$ cat src/rtl/wb_pkg.sv
// Shared definitions for the register-file writeback merge logic.
// Holds the datapath widths, the register count and the record stored
// per buffered multi-cycle-unit result.
package wb_pkg;

   localparam int DATA_W = 32;
   localparam int RN_W   = 5;
   localparam int NREG   = 32;

   // One buffered multi-cycle result; valid drops when a newer pipeline
   // write to the same register supersedes it.
   typedef struct packed {
      logic              valid;
      logic [RN_W-1:0]   wn;
      logic [DATA_W-1:0] d;
   } wb_entry_t;

   // Write source chosen by the arbiter each cycle.
   typedef enum logic [1:0] {
      SRC_NONE = 2'd0,
      SRC_PIPE = 2'd1,
      SRC_HEAD = 2'd2,
      SRC_BYP  = 2'd3
   } wb_src_e;

endpackage

$ cat src/rtl/wb_fifo.sv
// In-order buffer for multi-cycle-unit results waiting for a free
// register-file write slot.
//
// Ports:
//   clk, rst            clock, synchronous active-high reset
//   push, push_wn/d     enqueue a result at the tail
//   pop                 dequeue the head (ignored when empty)
//   squash_en/wn        invalidate every stored entry targeting squash_wn
//   head                entry currently at the head
//   empty, full         occupancy status
//   pend                bit i set while a valid entry targets register i
module wb_fifo
   import wb_pkg::*;
#(
   parameter int DEPTH = 4
) (
   input  logic              clk,
   input  logic              rst,
   input  logic              push,
   input  logic [RN_W-1:0]   push_wn,
   input  logic [DATA_W-1:0] push_d,
   input  logic              pop,
   input  logic              squash_en,
   input  logic [RN_W-1:0]   squash_wn,
   output wb_entry_t         head,
   output logic              empty,
   output logic              full,
   output logic [NREG-1:0]   pend
);

   localparam int PTR_W = $clog2(DEPTH);
   localparam int CNT_W = PTR_W + 1;
   localparam logic [CNT_W-1:0] DEPTH_C = CNT_W'(DEPTH);

   logic [RN_W-1:0]   wn_q   [DEPTH];
   logic [RN_W-1:0]   wn_d   [DEPTH];
   logic [DATA_W-1:0] dat_q  [DEPTH];
   logic [DATA_W-1:0] dat_d  [DEPTH];
   logic [DEPTH-1:0]  vld_q, vld_d;
   logic [PTR_W-1:0]  wr_ptr_q, wr_ptr_d;
   logic [PTR_W-1:0]  rd_ptr_q, rd_ptr_d;
   logic [CNT_W-1:0]  cnt_q, cnt_d;
   logic              do_push, do_pop;

   // The counter, not the pointers, tells full from empty: both pointers
   // are equal in either case.
   assign empty   = (cnt_q == '0);
   assign full    = (cnt_q == DEPTH_C);
   assign do_push = push & ~full;
   assign do_pop  = pop & ~empty;

   assign head.valid = vld_q[rd_ptr_q];
   assign head.wn    = wn_q[rd_ptr_q];
   assign head.d     = dat_q[rd_ptr_q];

   always_comb begin
      wn_d     = wn_q;
      dat_d    = dat_q;
      vld_d    = vld_q;
      wr_ptr_d = wr_ptr_q;
      rd_ptr_d = rd_ptr_q;
      cnt_d    = cnt_q;

      // Squashed entries keep their slot; they are simply skipped at the head.
      if (squash_en) begin
         for (int i = 0; i < DEPTH; i++) begin
            if (wn_q[i] == squash_wn) vld_d[i] = 1'b0;
         end
      end

      // Clearing valid on pop keeps valid bits meaningful only for occupied slots.
      if (do_pop) begin
         vld_d[rd_ptr_q] = 1'b0;
         rd_ptr_d        = rd_ptr_q + 1'b1;
      end

      if (do_push) begin
         wn_d[wr_ptr_q]  = push_wn;
         dat_d[wr_ptr_q] = push_d;
         vld_d[wr_ptr_q] = 1'b1;
         wr_ptr_d        = wr_ptr_q + 1'b1;
      end

      case ({do_push, do_pop})
         2'b10:   cnt_d = cnt_q + 1'b1;
         2'b01:   cnt_d = cnt_q - 1'b1;
         default: cnt_d = cnt_q;
      endcase
   end

   always_comb begin
      pend = '0;
      for (int i = 0; i < DEPTH; i++) begin
         if (vld_q[i]) pend[wn_q[i]] = 1'b1;
      end
      pend[0] = 1'b0;
   end

   always_ff @(posedge clk) begin
      if (rst) begin
         vld_q    <= '0;
         wr_ptr_q <= '0;
         rd_ptr_q <= '0;
         cnt_q    <= '0;
      end else begin
         vld_q    <= vld_d;
         wr_ptr_q <= wr_ptr_d;
         rd_ptr_q <= rd_ptr_d;
         cnt_q    <= cnt_d;
      end
      wn_q  <= wn_d;
      dat_q <= dat_d;
   end

endmodule

$ cat src/rtl/wb_merge.sv
// Merges the pipeline writeback stream with results from a multi-cycle
// unit (mul/div) onto a single register-file write port. Pipeline writes
// always win; multi-cycle results are buffered in order and drained in
// free cycles, and a pipeline write squashes any older buffered result
// for the same register.
//
// Ports:
//   clk, rst              clock, synchronous active-high reset
//   p_we, p_wn, p_d       pipeline writeback (never stalled)
//   m_valid, m_wn, m_d    multi-cycle result offer
//   m_ready               buffer not full (transfer on m_valid & m_ready)
//   we, wn, d             registered register-file write
//   pend                  registers with a buffered result outstanding
module wb_merge
   import wb_pkg::*;
#(
   parameter int DEPTH = 4
) (
   input  logic              clk,
   input  logic              rst,
   input  logic              p_we,
   input  logic [RN_W-1:0]   p_wn,
   input  logic [DATA_W-1:0] p_d,
   input  logic              m_valid,
   input  logic [RN_W-1:0]   m_wn,
   input  logic [DATA_W-1:0] m_d,
   output logic              m_ready,
   output logic              we,
   output logic [RN_W-1:0]   wn,
   output logic [DATA_W-1:0] d,
   output logic [NREG-1:0]   pend
);

   wb_src_e           src;
   wb_entry_t         head;
   logic              fifo_empty, fifo_full;
   logic              pipe_sel, m_fire, m_squash, push, pop;
   logic              we_q, we_d;
   logic [RN_W-1:0]   wn_q, wn_d;
   logic [DATA_W-1:0] d_q, d_d;

   // Ready comes from registered occupancy only, never from m_valid.
   assign m_ready  = ~fifo_full;
   assign m_fire   = m_valid & m_ready;
   assign pipe_sel = p_we & (p_wn != '0);

   always_comb begin
      src = SRC_NONE;
      if (pipe_sel)                       src = SRC_PIPE;
      else if (!fifo_empty)               src = SRC_HEAD;
      else if (m_fire && (m_wn != '0))    src = SRC_BYP;
   end

   // A same-cycle transfer to the register the pipeline is writing is stale
   // and is dropped; results for register 0 are accepted and discarded.
   assign m_squash = pipe_sel && (m_wn == p_wn);
   assign push     = m_fire && (m_wn != '0) && (src != SRC_BYP) && !m_squash;
   assign pop      = (src == SRC_HEAD);

   wb_fifo #(
      .DEPTH (DEPTH)
   ) u_fifo (
      .clk       (clk),
      .rst       (rst),
      .push      (push),
      .push_wn   (m_wn),
      .push_d    (m_d),
      .pop       (pop),
      .squash_en (pipe_sel),
      .squash_wn (p_wn),
      .head      (head),
      .empty     (fifo_empty),
      .full      (fifo_full),
      .pend      (pend)
   );

   always_comb begin
      we_d = 1'b0;
      wn_d = wn_q;
      d_d  = d_q;
      case (src)
         SRC_PIPE: begin
            we_d = 1'b1;
            wn_d = p_wn;
            d_d  = p_d;
         end
         SRC_HEAD: begin
            // An invalidated head still costs its cycle but writes nothing.
            if (head.valid) begin
               we_d = 1'b1;
               wn_d = head.wn;
               d_d  = head.d;
            end
         end
         SRC_BYP: begin
            we_d = 1'b1;
            wn_d = m_wn;
            d_d  = m_d;
         end
         default: begin
            we_d = 1'b0;
         end
      endcase
   end

   always_ff @(posedge clk) begin
      if (rst) begin
         we_q <= 1'b0;
         wn_q <= '0;
         d_q  <= '0;
      end else begin
         we_q <= we_d;
         wn_q <= wn_d;
         d_q  <= d_d;
      end
   end

   assign we = we_q;
   assign wn = wn_q;
   assign d  = d_q;

endmodule

$ cat config.mk
export PLATFORM = sky130hd
export DESIGN_NAME = wb_merge
export DESIGN_NICKNAME = d
export VERILOG_FILES = /design/src/rtl/wb_pkg.sv /design/src/rtl/wb_fifo.sv /design/src/rtl/wb_merge.sv
export SDC_FILE = /design/constraint.sdc
export NUM_CORES = 1
export LEC_CHECK = 0
export BUFFER_PORTS_ARGS = -buffer_cell sky130_fd_sc_hd__buf_2
export CORE_MARGIN = 4
export CORE_UTILIZATION = 40
export CTS_CLUSTER_SIZE = 8
export DETAILED_ROUTE_END_ITERATION = 8
export GPL_TIMING_DRIVEN = 0
export PLACE_DENSITY_LB_ADDON = 0.12
export SETUP_SLACK_MARGIN = 0.4
export SKIP_LAST_GASP = 1
export SYNTH_ARGS = -nofsm -noshare
export SYNTH_HDL_FRONTEND = slang
export SYNTH_SLANG_ARGS = --single-unit
$ cat constraint.sdc
create_clock -name clk -period 8.47 [get_ports clk]
set_clock_uncertainty 0.15 [all_clocks]
set_input_delay 0.847 -clock clk [delete_from_list [all_inputs] [get_ports clk]]
set_output_delay 0.847 -clock clk [all_outputs]
set_load 0.005 [all_outputs]
==> metrics <==
max-cap violation count 0; CTS Buffer Depth 2; pwr dens ~280 mW/mm2; postcts setup bufs 0; drt drc 0; register area share after synthesis 0.559; CTS resizes 0; crit end category output pin; status finished, final reports clean; combinational share of power 0.371; clock sink count 197; Final Hold Viols 0; WP data arrival around 2.6 ns; cell with the most instances after synthesis edfxtp_1; initial antenna violation count 2; RSZ-0062 raised after global routing no; number of placed I/O pins between 100 and 150; die area about 0.027 mm2; area of the core about 0.024 mm2; synth cell count leaders 148 x edfxtp_1, 81 x nand2_1, 62 x nor2_1; WP data required approximately 7.5 ns; Reg area roughly 0.0054 mm2; Hold/Removal Path Class flip-flop to flip-flop; Async SR Flop Fraction 0; hpwl dp 18800 um; Worst Tran Pin Value around 1.3 ns; Root Buffer clkbuf_16; kind of launch point of the worst setup path flip-flop; die height ~160 um; Seq pwr share 0.386; WL/cell between 20 and 25 um; Fmax between 200 and 300 MHz; routed wire length on met2 ~13000 um; Die X ~160 um; fin. max-slew vios 0; vias in the first global route ~7300; clock share of power 0.243; Final nets approximately 1000; DRT iter0 DRCs between 500 and 600; Synth area leader edfxtp_1; Final Util 0.484; main flop type after synthesis edfxtp_1; TritonCTS clock tree yes; TritonCTS buffer count 17; number of synthesized flops with an enable pin around 150; post-synthesis area per instance 12.4 um2; critical path peak fanout 8; clock latency at the later pin of the worst-skew pair roughly 0.43 ns; Setup Crit Path Kind flip-flop to output pin; Psw about 1200 uW; largest net degree at the start of global routing 32; layout cell share with drive strength beyond 1 0.302; Routed WL approximately 28000 um; Final Setup Violations 0; Metal-1 WL 12600 um; WL met3 approximately 1900 um; hold_buf cts 0; Syn Std Cell Area 0.00970 mm2; Initial Util 0.410; Net Sw Frac 0.361; period utilization 0.427; FILL cells 2243; first-pass GRT wire length roughly 42000 um; area fraction of the dominant cell type after synthesis 0.458; YS warnings 0; FF+latch count, synth 197; Multi-input gate area slightly below 0.004 mm2; setup tns final 0 ns; Netlist cell types 54; syn_nets 870; FP Rows 56; area grow syn2layout 18.2%; uppermost layer routed met5; Pint approximately 2100 uW; Tmin final 3.61 ns; Area contributors post-synth edfxtp_1 46%, dfxtp_1 10%, mux4_2 8.8%; Final GP Congestion ~0.90; vias per cell between 5 and 6; Mapped Cells around 800; LEAKAGE between 0.004 and 0.005 uW; DRT Pass-1 Iters 5; Reg clk slew, reported paths 0.07 ns; port bufs 142; GR Util All Layers 0.207; routed vias just over 7000; maximum vdd drop approximately 0.15 mV; grt ovf 0; Max-slew headroom 0.127; Routed Antenna Nets 0; H-Tree Depth 4
## power groups by stage
stage | Clock [uW] | Sequential, uW | Combinational, uW
4_1_cts | 811 | 1260 | 1230
3_3_place_gp | 0 | 1280 | 1200
2_1_floorplan | 0 | 1270 | 815
5_1_grt | 854 | 1280 | 1340
6_report | 794 | 1260 | 1210
3_5_place_dp | 0 | 1280 | 1220
## final timing paths
path / start / endpoint / slack [ns] / cells past startpoint
worst max-delay path: u_fifo.wn_q[16] / pend[24] / 4.86 / 5
worst min-delay path: wn[1] / wn[1] / 0.34 / 2
worst max register to register: u_fifo.cnt_q[0] / u_fifo.cnt_q[2] / 5.18 / 13
worst min register to register: wn[1] / wn[1] / 0.34 / 2
## critical path: stages (launching register included)
cell and delay, ns:
edfxtp_1 0.36, clkbuf_1 0.21, nor3b_1 1.07, a22oi_1 0.22, o221ai_1 0.17, buf_2 0.16
## layer usage
metal  global-route usage  vias to the layer above
met3               0.0472                       35
met2                0.328                      281
met4               0.0477                        4
met5                    0                        -
met1                0.294                     3582
li1                     -                     3350
## sequential cells by signal, summed over array words and instances, names as in the netlist
name and cells:
d 32, u_fifo.cnt_q 3, u_fifo.dat_q 128, u_fifo.rd_ptr_q 2, u_fifo.vld_q 4, u_fifo.wn_q 20
u_fifo.wr_ptr_q 2, we 1, wn 5
## cell usage in the layout, fill, tap and decap left out, types with 11 or more instances in the layout
cell type,instances
a21oi_1,21
a221oi_2,26
a22oi_1,11
buf_2,151
clkbuf_1,45
clkbuf_16,17
dfxtp_1,49
edfxtp_1,148
mux4_2,38
nand2_1,81
nand3_1,20
nand3b_1,13
nor2_1,62
nor3_1,35
o21ai_0,37
o221ai_1,15
xnor2_1,12
xor2_1,16
## cell type report
class | count | share of cell area
plain buffers | 70 | 0.0295
inverters | 10 | 0.00327
repair buffers | 146 | 0.0689
multi-input cells | 505 | 0.340
clock inverters | 14 | 0.0129
diodes | 1 | 0.000218
flip-flops and latches | 197 | 0.473
clock buffers | 18 | 0.0374
well taps | 319 | 0.0348
## cells by family after synthesis
group,after synthesis,share of synthesized area
and+or+nand+nor,272,0.143
other,1,0.000387
xor gates and xnor gates,28,0.0253
DFF,197,0.559
adders and majority gates,10,0.0137
AOI/OAI and AO/OA,155,0.131
buffers and inverters,80,0.0387
muxes,39,0.0892
## stage by stage
stage                     total power, uW  area [um2]  instances  hold slack, ns  setup WS (ns)
after CTS                            3300       11500       1279           0.342           4.96
final                                3260       11500       1280           0.337           4.86
after detailed placement             2500       10900       1247           0.328           4.58
after global placement               2490       10800       1243           0.328           3.98
after floorplan                      2090        9700        782           0.323           5.08
after global routing                 3470       11500       1279           0.365           4.71
Power figures use the tool's default switching activity.
